==> src/rtl/vga_pkg.sv <==
// Shared VGA raster constants and controller state encoding.
// Defaults describe 640x480 at 60 Hz from a 100 MHz system clock.
package vga_pkg;

    localparam int unsigned PIXEL_DIV   = 4;

    localparam int unsigned H_ACTIVE    = 640;
    localparam int unsigned H_FRONT     = 16;
    localparam int unsigned H_SYNC      = 96;
    localparam int unsigned H_BACK      = 48;
    localparam int unsigned H_TOTAL     = H_ACTIVE + H_FRONT + H_SYNC + H_BACK;
    localparam int unsigned HSYNC_START = H_ACTIVE + H_FRONT;
    localparam int unsigned HSYNC_END   = HSYNC_START + H_SYNC - 1;

    localparam int unsigned V_ACTIVE    = 480;
    localparam int unsigned V_FRONT     = 10;
    localparam int unsigned V_SYNC      = 2;
    localparam int unsigned V_BACK      = 33;
    localparam int unsigned V_TOTAL     = V_ACTIVE + V_FRONT + V_SYNC + V_BACK;
    localparam int unsigned VSYNC_START = V_ACTIVE + V_FRONT;
    localparam int unsigned VSYNC_END   = VSYNC_START + V_SYNC - 1;

    localparam int unsigned CNT_W       = 10;
    localparam int unsigned FC_W        = 16;

    typedef enum logic [1:0] {
        IDLE  = 2'd0,
        RUN   = 2'd1,
        DRAIN = 2'd2
    } vga_ctrl_state_t;

endpackage

==> src/rtl/vga_timing_controller_if.sv <==
// Bundle between the VGA register file / pixel datapath and the timing controller.
interface vga_timing_controller_if;

    logic        enable_i;
    logic        pixel_pulse_o;
    logic [9:0]  hcount_o;
    logic [9:0]  vcount_o;
    logic        video_on_o;
    logic        hsync_o;
    logic        vsync_o;
    logic        line_start_o;
    logic        frame_start_o;
    logic        frame_done_o;
    logic [15:0] frame_count_o;
    logic        busy_o;

    modport master (
        input  enable_i,
        output pixel_pulse_o, hcount_o, vcount_o, video_on_o, hsync_o, vsync_o,
        output line_start_o, frame_start_o, frame_done_o, frame_count_o, busy_o
    );

    modport slave (
        output enable_i,
        input  pixel_pulse_o, hcount_o, vcount_o, video_on_o, hsync_o, vsync_o,
        input  line_start_o, frame_start_o, frame_done_o, frame_count_o, busy_o
    );

endinterface

==> src/rtl/vga_pixel_divider.sv <==
// Pixel-rate strobe from the system clock: one pulse every P_DIV cycles while running.
// Counter is held at zero while stopped so the first pulse lands P_DIV cycles after start.
module vga_pixel_divider #(
    parameter int unsigned P_DIV = 4
) (
    input  logic clk_i,
    input  logic rst_i,
    input  logic i_run,
    output logic o_pulse
);

    localparam int unsigned CW = (P_DIV > 2) ? $clog2(P_DIV) : 1;
    localparam logic [CW-1:0] LAST = CW'(P_DIV - 1);

    logic [CW-1:0] r_div_cnt;

    always_ff @(posedge clk_i) begin
        if (rst_i) begin
            r_div_cnt <= '0;
        end else if (!i_run || (r_div_cnt == LAST)) begin
            r_div_cnt <= '0;
        end else begin
            r_div_cnt <= r_div_cnt + CW'(1);
        end
    end

    assign o_pulse = i_run && (r_div_cnt == LAST);

endmodule

==> src/rtl/vga_timing_controller.sv <==
// VGA raster sequencer: run/drain FSM, h/v counters, sync and window decodes.
// Disabling always finishes the current frame before returning to IDLE.
module vga_timing_controller
    import vga_pkg::*;
#(
    parameter int unsigned P_PIXEL_DIV = PIXEL_DIV,
    parameter int unsigned P_H_ACTIVE  = H_ACTIVE,
    parameter int unsigned P_H_FRONT   = H_FRONT,
    parameter int unsigned P_H_SYNC    = H_SYNC,
    parameter int unsigned P_H_BACK    = H_BACK,
    parameter int unsigned P_V_ACTIVE  = V_ACTIVE,
    parameter int unsigned P_V_FRONT   = V_FRONT,
    parameter int unsigned P_V_SYNC    = V_SYNC,
    parameter int unsigned P_V_BACK    = V_BACK
) (
    input  logic                    clk_i,
    input  logic                    rst_i,
    vga_timing_controller_if.master vga
);

    localparam int unsigned H_TOT = P_H_ACTIVE + P_H_FRONT + P_H_SYNC + P_H_BACK;
    localparam int unsigned V_TOT = P_V_ACTIVE + P_V_FRONT + P_V_SYNC + P_V_BACK;

    localparam logic [CNT_W-1:0] H_LAST   = CNT_W'(H_TOT - 1);
    localparam logic [CNT_W-1:0] V_LAST   = CNT_W'(V_TOT - 1);
    localparam logic [CNT_W-1:0] H_ACT    = CNT_W'(P_H_ACTIVE);
    localparam logic [CNT_W-1:0] V_ACT    = CNT_W'(P_V_ACTIVE);
    localparam logic [CNT_W-1:0] HS_START = CNT_W'(P_H_ACTIVE + P_H_FRONT);
    localparam logic [CNT_W-1:0] HS_END   = CNT_W'(P_H_ACTIVE + P_H_FRONT + P_H_SYNC - 1);
    localparam logic [CNT_W-1:0] VS_START = CNT_W'(P_V_ACTIVE + P_V_FRONT);
    localparam logic [CNT_W-1:0] VS_END   = CNT_W'(P_V_ACTIVE + P_V_FRONT + P_V_SYNC - 1);

    vga_ctrl_state_t  r_state;
    vga_ctrl_state_t  w_state_nxt;
    logic [CNT_W-1:0] r_hcount;
    logic [CNT_W-1:0] r_vcount;
    logic [FC_W-1:0]  r_frame_count;
    logic             w_busy;
    logic             w_pixel_pulse;
    logic             w_h_last;
    logic             w_frame_done;

    assign w_busy       = (r_state != IDLE);
    assign w_h_last     = (r_hcount == H_LAST);
    assign w_frame_done = w_pixel_pulse && w_h_last && (r_vcount == V_LAST);

    vga_pixel_divider #(
        .P_DIV (P_PIXEL_DIV)
    ) u_pixel_divider (
        .clk_i   (clk_i),
        .rst_i   (rst_i),
        .i_run   (w_busy),
        .o_pulse (w_pixel_pulse)
    );

    always_ff @(posedge clk_i) begin
        if (rst_i) begin
            r_state <= IDLE;
        end else begin
            r_state <= w_state_nxt;
        end
    end

    // A disable landing on the last pixel of a frame needs no drain.
    always_comb begin
        w_state_nxt = r_state;
        unique case (r_state)
            IDLE:    if (vga.enable_i) w_state_nxt = RUN;
            RUN:     if (!vga.enable_i) w_state_nxt = w_frame_done ? IDLE : DRAIN;
            DRAIN: begin
                if (vga.enable_i) begin
                    w_state_nxt = RUN;
                end else if (w_frame_done) begin
                    w_state_nxt = IDLE;
                end
            end
            default: w_state_nxt = IDLE;
        endcase
    end

    // Raster position advances only on pixel strobes.
    always_ff @(posedge clk_i) begin
        if (rst_i) begin
            r_hcount      <= '0;
            r_vcount      <= '0;
            r_frame_count <= '0;
        end else begin
            if (!w_busy) begin
                r_hcount <= '0;
                r_vcount <= '0;
            end else if (w_pixel_pulse) begin
                if (w_h_last) begin
                    r_hcount <= '0;
                    r_vcount <= (r_vcount == V_LAST) ? '0 : r_vcount + CNT_W'(1);
                end else begin
                    r_hcount <= r_hcount + CNT_W'(1);
                end
            end
            if (w_frame_done) begin
                r_frame_count <= r_frame_count + FC_W'(1);
            end
        end
    end

    assign vga.pixel_pulse_o = w_pixel_pulse;
    assign vga.hcount_o      = r_hcount;
    assign vga.vcount_o      = r_vcount;
    assign vga.busy_o        = w_busy;
    assign vga.video_on_o    = w_busy && (r_hcount < H_ACT) && (r_vcount < V_ACT);
    assign vga.hsync_o       = !(w_busy && (r_hcount >= HS_START) && (r_hcount <= HS_END));
    assign vga.vsync_o       = !(w_busy && (r_vcount >= VS_START) && (r_vcount <= VS_END));
    assign vga.line_start_o  = w_pixel_pulse && (r_hcount == '0) && (r_vcount < V_ACT);
    assign vga.frame_start_o = w_pixel_pulse && (r_hcount == '0) && (r_vcount == '0);
    assign vga.frame_done_o  = w_frame_done;
    assign vga.frame_count_o = r_frame_count;

endmodule

==> src/flat_wrapper.sv <==
// flat-port wrapper written by rule: the top's interface ports become plain ports
module vga_timing_controller_flat import vga_pkg::*;
#(
    parameter int unsigned P_PIXEL_DIV = PIXEL_DIV,
    parameter int unsigned P_H_ACTIVE  = H_ACTIVE,
    parameter int unsigned P_H_FRONT   = H_FRONT,
    parameter int unsigned P_H_SYNC    = H_SYNC,
    parameter int unsigned P_H_BACK    = H_BACK,
    parameter int unsigned P_V_ACTIVE  = V_ACTIVE,
    parameter int unsigned P_V_FRONT   = V_FRONT,
    parameter int unsigned P_V_SYNC    = V_SYNC,
    parameter int unsigned P_V_BACK    = V_BACK
)
  (clk_i, rst_i, vga_enable_i, vga_pixel_pulse_o, vga_hcount_o, vga_vcount_o, vga_video_on_o, vga_hsync_o, vga_vsync_o, vga_line_start_o, vga_frame_start_o, vga_frame_done_o, vga_frame_count_o, vga_busy_o);
  vga_timing_controller_if vga_i ();
  input  logic clk_i;
  input  logic rst_i;
  input wire logic [$bits(vga_i.enable_i)-1:0] vga_enable_i;
  output wire logic [$bits(vga_i.pixel_pulse_o)-1:0] vga_pixel_pulse_o;
  output wire logic [$bits(vga_i.hcount_o)-1:0] vga_hcount_o;
  output wire logic [$bits(vga_i.vcount_o)-1:0] vga_vcount_o;
  output wire logic [$bits(vga_i.video_on_o)-1:0] vga_video_on_o;
  output wire logic [$bits(vga_i.hsync_o)-1:0] vga_hsync_o;
  output wire logic [$bits(vga_i.vsync_o)-1:0] vga_vsync_o;
  output wire logic [$bits(vga_i.line_start_o)-1:0] vga_line_start_o;
  output wire logic [$bits(vga_i.frame_start_o)-1:0] vga_frame_start_o;
  output wire logic [$bits(vga_i.frame_done_o)-1:0] vga_frame_done_o;
  output wire logic [$bits(vga_i.frame_count_o)-1:0] vga_frame_count_o;
  output wire logic [$bits(vga_i.busy_o)-1:0] vga_busy_o;
  assign vga_i.enable_i = vga_enable_i;
  assign vga_pixel_pulse_o = vga_i.pixel_pulse_o;
  assign vga_hcount_o = vga_i.hcount_o;
  assign vga_vcount_o = vga_i.vcount_o;
  assign vga_video_on_o = vga_i.video_on_o;
  assign vga_hsync_o = vga_i.hsync_o;
  assign vga_vsync_o = vga_i.vsync_o;
  assign vga_line_start_o = vga_i.line_start_o;
  assign vga_frame_start_o = vga_i.frame_start_o;
  assign vga_frame_done_o = vga_i.frame_done_o;
  assign vga_frame_count_o = vga_i.frame_count_o;
  assign vga_busy_o = vga_i.busy_o;
  vga_timing_controller #(.P_PIXEL_DIV(P_PIXEL_DIV), .P_H_ACTIVE(P_H_ACTIVE), .P_H_FRONT(P_H_FRONT), .P_H_SYNC(P_H_SYNC), .P_H_BACK(P_H_BACK), .P_V_ACTIVE(P_V_ACTIVE), .P_V_FRONT(P_V_FRONT), .P_V_SYNC(P_V_SYNC), .P_V_BACK(P_V_BACK)) u_core (.clk_i(clk_i), .rst_i(rst_i), .vga(vga_i));
endmodule
==> config.mk <==
export PLATFORM = sky130hd
export DESIGN_NAME = vga_timing_controller_flat
export DESIGN_NICKNAME = d
export VERILOG_FILES = /design/src/rtl/vga_pkg.sv /design/src/rtl/vga_timing_controller_if.sv /design/src/rtl/vga_pixel_divider.sv /design/src/rtl/vga_timing_controller.sv /design/src/flat_wrapper.sv
export SDC_FILE = /design/constraint.sdc
export NUM_CORES = 1
export LEC_CHECK = 0
export CELL_PAD_IN_SITES_DETAIL_PLACEMENT = 1
export CELL_PAD_IN_SITES_GLOBAL_PLACEMENT = 2
export CORE_MARGIN = 1.5
export CORE_UTILIZATION = 26
export DETAILED_ROUTE_END_ITERATION = 12
export GPL_TIMING_DRIVEN = 0
export PLACE_DENSITY = 0.73
export SYNTH_ARGS = -nofsm -noshare
export SYNTH_HDL_FRONTEND = slang
export SYNTH_SLANG_ARGS = --single-unit
==> constraint.sdc <==
create_clock -name clk_i -period 2.24 [get_ports clk_i]
set_input_delay 0.224 -clock clk_i [delete_from_list [all_inputs] [get_ports clk_i]]
set_output_delay 0.224 -clock clk_i [all_outputs]
set_load 0.02 [all_outputs]
# Word level (Yosys, flattened, before mapping)
# Index checks and enable logic that the tools add are counted.
# word_totals
reg_bits	40
elab_cells	56
# classes
addsub	4
order_cmp	6
n_eq_ne	8
mux	8
bitwise	1
n_reduce_logical	24
# ops
op	n
$add 10x1->10 const B	2
$eq 10x10->1 const B	2
$logic_not 10->1	2
$mux 10	2
$add 16x1->16 const B	1
$logic_and 1x1->1	12
$ge 10x10->1 const B	1
$ge 10x9->1 const B	1
$le 10x10->1 const B	1
$le 10x9->1 const B	1
$lt 10x10->1 const B	1
$lt 10x9->1 const B	1
$mux 2	5
$pmux 2 s3	1
$eq 2x2->1 const B	2
$ne 2x2->1 const B	2
$reduce_or 2->1	2
$logic_not 1->1	3
$ne 3x2->1 const B	1
$reduce_and 3->1	1
$add 2x1->2 const B	1
$eq 2x1->1 const B	1
$logic_not 2->1	1
$reduce_and 2->1	1
other kinds (3)	3

# Depth between registers and ports, before layout
# Gate-level depths: netlist of run 1.
# depth
word_depth	7
depth_mapped	8
depth_no_buf	6

# Cells and area by module
# A second synthesis of run 1 with hierarchy kept.
# hier_totals
cells_unflattened	255
hier_area_um2	2162.1
# by_module_without_submodules
mod	instances	cells_each	area_per_inst_um2	seq_area_each_um2
vga_timing_controller	1	249	2075.7	760.7
vga_pixel_divider	1	6	86.3	40.0

# Worst setup path before layout of run 1
# Ideal clock, no wire load.
# synth_timing
path_type	reg-to-reg
start	register u_core.r_hcount[4], in the netlist u_core.vga.hcount_o[4]
end	register u_core.r_frame_count[4], in the netlist u_core.vga.frame_count_o[4]
setup_time_ns	0.070
arrival_ns	2.305
setup_slack_ns	-0.135
stages_incl_launch_ff	7
n_path_buf	2
cell_sequence	dfxtp_1 > or4b_4 > or4_1 > buf_2 > buf_6 > or4_1 > a21oi_1
# synth_via
elab_chain_len	3
# synth_rtl
item	line	rtl
start, declared	vga_timing_controller.sv:35	logic [CNT_W-1:0] r_hcount;
start signal, assigned	vga_timing_controller.sv:96	r_hcount <= r_hcount + CNT_W'(1);
$eq 10x10->1	vga_timing_controller.sv:44	assign w_h_last = (r_hcount == H_LAST);
$logic_and 1x1->1 (2 in series)	vga_timing_controller.sv:45	assign w_frame_done = w_pixel_pulse && w_h_last && (r_vcount == V_LAST);
end signal, assigned	vga_timing_controller.sv:100	r_frame_count <= r_frame_count + FC_W'(1);
end, declared	vga_timing_controller.sv:37	logic [FC_W-1:0] r_frame_count;
# Every way passes these cells.
# A chain may end at the register's enable or synchronous reset.

# Final worst setup path of run 1
# layout_timing
start	register u_core.r_hcount[5], in the netlist u_core.vga.hcount_o[5]
end	output vga_frame_done_o
# layout_via
elab_chain_len	3
# layout_rtl
item	line	rtl
$eq 10x10->1	vga_timing_controller.sv:44	
$logic_and 1x1->1 (2 in series)	vga_timing_controller.sv:45	
end, declared	flat_wrapper.sv:27	output wire logic [$bits(vga_i.frame_done_o)-1:0] vga_frame_done_o;
# Every way passes these cells.

==> results of run 1 <==
-- per-stage QoR --
| step | instance area (um2) | utilization | power, W |
|---|---|---|---|
| 6_report | 3090 | 0.3979 | 0.001266 |
| 5_1_grt | 3090 | 0.3979 | 0.001324 |
| 2_1_floorplan | 2122 | - | 0.0007486 |
| 4_1_cts | 2955 | 0.3805 | 0.001287 |
| 3_5_place_dp | 2700 | 0.3476 | 0.0007657 |
| 3_3_place_gp | 2700 | 0.3476 | 0.0007651 |
-- power by group through the flow --
stage / Sequential, W / Combinational (W) / Clock, W
floorplan: 0.000728 / 0.0000201 / 0
global placement: 0.000729 / 0.0000361 / 0
detailed placement: 0.000729 / 0.0000364 / 0
CTS: 0.000712 / 0.0000370 / 0.000539
global route: 0.000711 / 0.0000408 / 0.000572
finish: 0.000710 / 0.0000369 / 0.000519
-- cell type report --
| class | count | area [um2] | share of cell area |
|---|---|---|---|
| Inverter | 13 | 52.55 | 0.01700 |
| Timing Repair Buffer | 55 | 525.5 | 0.1700 |
| Buffer | 10 | 85.08 | 0.02753 |
| Clock inverter | 2 | 10.01 | 0.003239 |
| Multi-Input combinational cell | 191 | 1379 | 0.4462 |
| Sequential cell | 40 | 828.3 | 0.2680 |
| Tap cell | 102 | 127.6 | 0.04130 |
| Clock buffer | 6 | 82.58 | 0.02672 |
-- worst max path at each step --
stage / from / end / depth (start not counted)
after detailed placement: u_core.u_pixel_divider.r_div_cnt[0] / vga_frame_done_o / 7
after floorplan: u_core.vga.hcount_o[7] / u_core.vga.frame_count_o[4] / 6
after global placement: u_core.u_pixel_divider.r_div_cnt[0] / vga_frame_done_o / 7
after CTS: u_core.vga.hcount_o[5] / vga_frame_done_o / 5
final: u_core.vga.hcount_o[5] / vga_frame_done_o / 5
after global routing: u_core.vga.hcount_o[5] / u_core.vga.frame_count_o[11] / 6
-- Yosys cell counts (2+ instances only) --
cell | n | area (um2)
dfxtp_1 | 40 | 800.8
a21oi_1 | 28 | 140.1
or4_1 | 18 | 135.1
o31ai_1 | 16 | 120.1
nand3_1 | 15 | 75.07
nand2_1 | 14 | 52.55
nand4_1 | 13 | 81.33
nor2_1 | 13 | 48.80
o21ai_0 | 13 | 65.06
inv_1 | 12 | 45.04
nor3_1 | 10 | 50.05
clkbuf_1 | 7 | 26.28
ha_1 | 7 | 87.58
or3_1 | 7 | 43.79
xnor2_1 | 5 | 43.79
and3_1 | 4 | 25.02
and2_1 | 3 | 18.77
and4_1 | 3 | 26.28
nor4_1 | 3 | 18.77
xor2_1 | 3 | 26.28
a211oi_1 | 2 | 15.01
buf_1 | 2 | 7.510
buf_2 | 2 | 10.01
nand2b_1 | 2 | 12.51
o311ai_0 | 2 | 17.52
-- state kept, by name (all words and copies together), names as in the netlist --
| register | cells |
|---|---|
| u_core.r_state | 2 |
| u_core.vga.hcount_o | 10 |
| u_core.vga.frame_count_o | 16 |
| u_core.vga.vcount_o | 10 |
| u_core.u_pixel_divider.r_div_cnt | 2 |
-- critical path: stages, from the launching register on --
cell and delay [ns]:
dfxtp_4 0.35, or4b_4 0.53, or4_4 0.50, clkbuf_16 0.19
nor2_4 0.07, buf_6 0.12
-- placed cells by master (no fill, tap or decap), types with 6 or more instances in the layout --
master           netlist  final
clkdlybuf4s50_1        0     42
dfxtp_1               40     30
a21oi_1               28     22
nand3_1               15     13
nand4_1               13     13
inv_1                 12     12
nor2_1                13     12
o21ai_0               13     12
nand2_1               14     12
or4_1                 18     11
buf_4                  0     11
nor3_1                10      9
or4_4                  1      8
clkbuf_8               0      7
o31ai_2                0      7
or3_1                  7      7
a21oi_2                0      6
o31ai_1               16      6
dfxtp_4                0      6
-- cell families after synthesis --
family,synth area share
simple gates,0.3073
fa+ha+maj,0.04176
compound gates,0.1862
buf+inv,0.04952
xor+xnor,0.03341
flops,0.3819
-- timing repair --
item / in CTS / in global routing
endpoints found under the setup margin: 39 / 31
gates resized for setup: 43 / 34
setup buffers: 10 / 0
pin swaps: 18 / 3
-- layer usage --
metal / wire length (um) / GRT usage / part of all wire / up-vias
li1: - / - / - / 1088
met1: 3439 / 0.2348 / 0.47 / 1149
met2: 3526 / 0.2956 / 0.49 / 38
met3: 227 / 0.02874 / 0.031 / 5
met4: 71 / 0.04040 / 0.0098 / 0
met5: 0 / 0 / 0 / -
==> impl_metrics.env, run 1 <==
export IMPL_status="complete, but fails checks"
export IMPL_failed_checks="setup timing"
export IMPL_cts_max_level=2
export IMPL_core_area_um2=7767
export IMPL_nNetsFinal=326
export IMPL_antenna_violating_nets_post_route=0
export IMPL_clock_latency_ns=0.30
export IMPL_crit_type="reg2out"
export IMPL_firstDrtPassIters=4
export IMPL_maxCapViolCount=0
export IMPL_p_sw_w=0.0003023
export IMPL_die_h_um=92.81
export IMPL_rows=32
export IMPL_syn_nets=266
export IMPL_whs_ns=0.3891
export IMPL_syn_area_per_cell_um2=8.191
export IMPL_finalHoldViolations=0
export IMPL_power_density_nw_per_um2=409.6
export IMPL_port_buffers=45
export IMPL_boundaryPins=47
export IMPL_drc=0
export IMPL_gp_congestion=0.8101
export IMPL_grt_usage=0.1761
export IMPL_timing_fmax_mhz=437.4
export IMPL_clockRootBuffer="clkbuf_8"
export IMPL_critPathMaxFanout=4
export IMPL_reg2reg_slack_ns=-0.04
export IMPL_reg2reg_from="u_core.vga.hcount_o[5]"
export IMPL_synth_cell_types=37
export IMPL_hpwl_mm=4.973
export IMPL_synth_edf_count=0
export IMPL_drive_gt1_frac=0.2366
export IMPL_die_area_um2=8613
export IMPL_hold_class="in2reg"
export IMPL_clkPwrFrac=0.410
export IMPL_placed_cells=403
export IMPL_end_kind="primary output"
export IMPL_grt_overflow=0
export IMPL_hold_path_depth=2
export IMPL_ir_drop_uv=232.5
export IMPL_cp_required_ns=2.02
export IMPL_instances_no_fill=419
export IMPL_initial_core_util=0.2700
export IMPL_syn_cell_area_um2=2097
export IMPL_wl_mm=7.265
export IMPL_p_leak_nw=0.9121
export IMPL_hp_start="rst_i"
export IMPL_async_flop_share=0
export IMPL_fin_crit_sh=1.021
export IMPL_grt_pass1_wl_mm=11.94
export IMPL_fin_ws_ns=-0.04605
export IMPL_p_comb_frac=0.029
export IMPL_tns_ns=-0.1234
export IMPL_synthCells=256
export IMPL_start_kind="flop"
export IMPL_via_per_inst=5.442
export IMPL_antenna_found_initial=0
export IMPL_timing_slew_headroom=0.5904
export IMPL_grt_max_degree=13
export IMPL_antennaDiodeCount=0
export IMPL_place_ws_ns=-0.7103
export IMPL_cts_buffer_depth=2
export IMPL_clkTransAtPathRegs_ns=0.09
export IMPL_cts_tree="yes"
export IMPL_cts_hold_buffers_added=0
export IMPL_yosysWarnings=0
export IMPL_grt_pass1_vias=2263
export IMPL_worstMarginPinSlew_ns=0.6088
export IMPL_dieWidth_um=92.81
export IMPL_ys_ff_latch=40
export IMPL_period_needed_ns=2.286
export IMPL_swShare=0.2388
export IMPL_synth_flop_cell="dfxtp_1"
export IMPL_cts_made_buffers=5
export IMPL_slew_violations=0
export IMPL_ff2ff_path_depth=6
export IMPL_skew_ns=0.007520
export IMPL_r2r_end="u_core.vga.frame_count_o[11]"
export IMPL_synth_seq_area_share=0.3819
export IMPL_hold_path_end="u_core.vga.frame_count_o[3]"
export IMPL_dr_first_iter_drc_count=62
export IMPL_vias=2280
export IMPL_cp_data_arrival_time_ns=2.06
export IMPL_seqPwrFrac=0.561
export IMPL_routedWlPerCell_um=17.34
export IMPL_intPower_w=0.0009637
export IMPL_rsz0062_at_grt="true"
export IMPL_syn_to_final_growth_pct=47.37
export IMPL_fill_cells=924
export IMPL_clkSinkCount=40
export IMPL_setup_viol=5
(Power assumes the default switching activity.)
==> run 2, diff against run 1 <==
- CORE_UTILIZATION: 26 -> 27
- CTS_BUF_LIST: default -> sky130_fd_sc_hd__clkbuf_4 sky130_fd_sc_hd__clkbuf_8
- PLACE_DENSITY: 0.73 -> 0.76
==> run 2 against run 1 <==
The run still ends with setup timing left. Cell count shrank 1.2%. Worst setup slack lost 0.028 ns. Hold slack lost 0.011 ns. Sequential power is essentially flat. Clock-buffer cell count is the same. First-iteration DRC count grew 48%. Register-to-register slack is essentially flat. Die area shrank 3.6%. Core utilization grew 1.4 points. Critical path depth is the same. Sequential share of layout area grew 0.47 points. Clock power grew 27%. Critical path type unchanged. Critical endpoint unchanged. Largest cell class unchanged.
==> impl_metrics.env, run 2 (same netlist as run 1, synthesis figures left out) <==
export IMPL_antenna_violating_nets_post_route=0
export IMPL_cts_hold_buffers_added=0
export IMPL_syn_to_final_growth_pct=44.81
export IMPL_routedWlPerCell_um=17.42
export IMPL_cp_data_arrival_time_ns=2.09
export IMPL_reg2reg_from="u_core.vga.hcount_o[7]"
export IMPL_placed_cell_area_um2=2696
export IMPL_slew_violations=0
export IMPL_port_buffers=45
export IMPL_top_usage_layer="met2"
export IMPL_mostFrequentLayoutCell="clkdlybuf4s50_1"
export IMPL_crit_slowest_cell="or4b_4"
export IMPL_fin_crit_sh=1.033
export IMPL_antennaDiodeCount=0
export IMPL_gp_congestion=0.7521
export IMPL_wl_mm=7.210
export IMPL_slowest_delay_ns=0.52
export IMPL_end_kind="primary output"
export IMPL_timing_fmax_mhz=432.2
export IMPL_instances_no_fill=414
export IMPL_reg2reg_slack_ns=-0.04
export IMPL_ff2ff_path_depth=6
export IMPL_cts_made_buffers=5
export IMPL_die_area_um2=8305
export IMPL_clkTransAtPathRegs_ns=0.09
export IMPL_cp_cell_sequence="or4b_4 > or4_4 > clkbuf_16 > nor2_4 > buf_6"
export IMPL_crit_buf_inv=2
export IMPL_grt_pass1_wl_mm=11.61
export IMPL_worstMarginPinSlew_ns=0.5755
export IMPL_crit_cells=5
export IMPL_clock_latency_ns=0.31
export IMPL_via_per_inst=5.452
export IMPL_placed_cells=400
export IMPL_rsz0062_at_grt="true"
export IMPL_place_ws_ns=-0.6986
export IMPL_rows=31
export IMPL_period_needed_ns=2.314
export IMPL_layout_common_cells="42 x clkdlybuf4s50_1, 30 x dfxtp_1, 25 x a21oi_1, 15 x or4_1, 14 x nand3_1"
export IMPL_status="complete, but fails checks"
export IMPL_firstDrtPassIters=4
export IMPL_cts_tree="yes"
export IMPL_critPathLaunch="u_core.vga.hcount_o[7]"
export IMPL_grt_usage=0.1751
export IMPL_hold_class="in2reg"
export IMPL_antenna_found_initial=0
export IMPL_hpwl_mm=4.972
export IMPL_start_kind="flop"
export IMPL_cp_required_ns=2.02
export IMPL_largest_reg_flops=16
export IMPL_r2r_end="u_core.vga.frame_count_o[11]"
export IMPL_clockRootBuffer="clkbuf_8"
export IMPL_setup_viol=9
export IMPL_crit_type="reg2out"
export IMPL_failed_checks="setup timing"
export IMPL_clkSinkCount=40
export IMPL_globalRouteMet2Util=0.2973
export IMPL_initial_core_util=0.2846
export IMPL_fin_ws_ns=-0.07373
export IMPL_grt_max_degree=14
export IMPL_boundaryPins=47
export IMPL_path_delay_family="simple AND/OR/NAND/NOR gates"
export IMPL_endpoint="vga_frame_done_o"
export IMPL_die_h_um=91.13
export IMPL_critPathMaxFanout=7
export IMPL_grt_pass1_vias=2228
export IMPL_grt_use_met3=0.03601
export IMPL_ir_drop_uv=212.2
export IMPL_grtUsageMet1=0.2279
export IMPL_power_density_nw_per_um2=462.8
export IMPL_dieWidth_um=91.13
export IMPL_vias=2257
export IMPL_grt_overflow=0
export IMPL_dr_first_iter_drc_count=92
export IMPL_p_leak_nw=0.9061
export IMPL_cts_max_level=2
export IMPL_finalHoldViolations=0
export IMPL_cts_buffer_depth=2
export IMPL_nNetsFinal=324
export IMPL_maxCapViolCount=0
export IMPL_drc=0
export IMPL_core_area_um2=7370
export IMPL_skew_ns=0.01257
export IMPL_timing_slew_headroom=0.6128
export IMPL_drive_gt1_frac=0.1873
export IMPL_fin_area_um2=3037
==> run 2: cell count changes in the layout (fill, tap and decap cells not counted), moves of 2 or more <==
| cell | previous run | this run |
|---|---|---|
| a21oi_1 | 22 | 25 |
| a21oi_2 | 6 | 3 |
| clkinv_2 | 2 | 0 |
| nand3_2 | 2 | 0 |
| o31ai_1 | 6 | 12 |
| o31ai_2 | 7 | 2 |
| or4_1 | 11 | 15 |
| or4_4 | 8 | 4 |
==> run 2: routing by layer <==
layer	part of all wire	vias up
li1	-	1091
met1	0.47	1118
met2	0.50	42
met3	0.029	6
met4	0.0098	0
met5	0	-
==> run 2: what timing repair did <==
item                                    CTS  global route
pin swaps                                 6            10
cloned                                    0             0
gates resized for setup                  41            20
buffers inserted                          6             2
endpoints found under the setup margin   39            31
==> run 2: area by class of cell <==
| cell class | count | area [um2] |
|---|---|---|
| plain buffers | 10 | 85.08 |
| repair buffers | 53 | 506.7 |
| clock buffers | 6 | 82.58 |
| clock inverters | 2 | 38.79 |
| flip-flops and latches | 40 | 828.3 |
| inverters | 13 | 52.55 |
| multi-input cells | 191 | 1319 |
| well taps | 99 | 123.9 |
| fillers | 888 | 4333 |
==> run 2: per-stage QoR <==
step	power, W	util	TNS (ns)	hold WS (ns)
final	0.001405	0.4121	-0.2292	0.3778
after CTS	0.001415	0.4015	-1.671	0.3869
after global placement	0.0007650	0.3659	-9.921	0.4132
after floorplan	0.0007486	-	-0.003533	0.3025
after global routing	0.001450	0.4121	-1.361	0.4074
after detailed placement	0.0007664	0.3659	-9.482	0.4200
==> run 2: how the worst min path moves through the flow <==
stage	cells after the start	end	slack [ns]	startpoint
floorplan	1	u_core.r_state[1]	0.30	vga_enable_i
global placement	1	u_core.u_pixel_divider.r_div_cnt[0]	0.41	u_core.u_pixel_divider.r_div_cnt[0]
detailed placement	1	u_core.u_pixel_divider.r_div_cnt[0]	0.42	u_core.u_pixel_divider.r_div_cnt[0]
CTS	2	u_core.vga.frame_count_o[15]	0.39	rst_i
global route	2	u_core.vga.frame_count_o[4]	0.41	rst_i
finish	2	u_core.vga.frame_count_o[4]	0.38	rst_i
==> run 2: power by group <==
group / internal (W) / leakage (nW) / total, W / switching [W]
logic: 0.0000113 / 0.515 / 0.0000371 / 0.0000258
registers: 0.000706 / 0.330 / 0.000710 / 0.00000395
clock network: 0.000365 / 0.0614 / 0.000658 / 0.000293
total: 0.00108 / 0.906 / 0.00141 / 0.000323
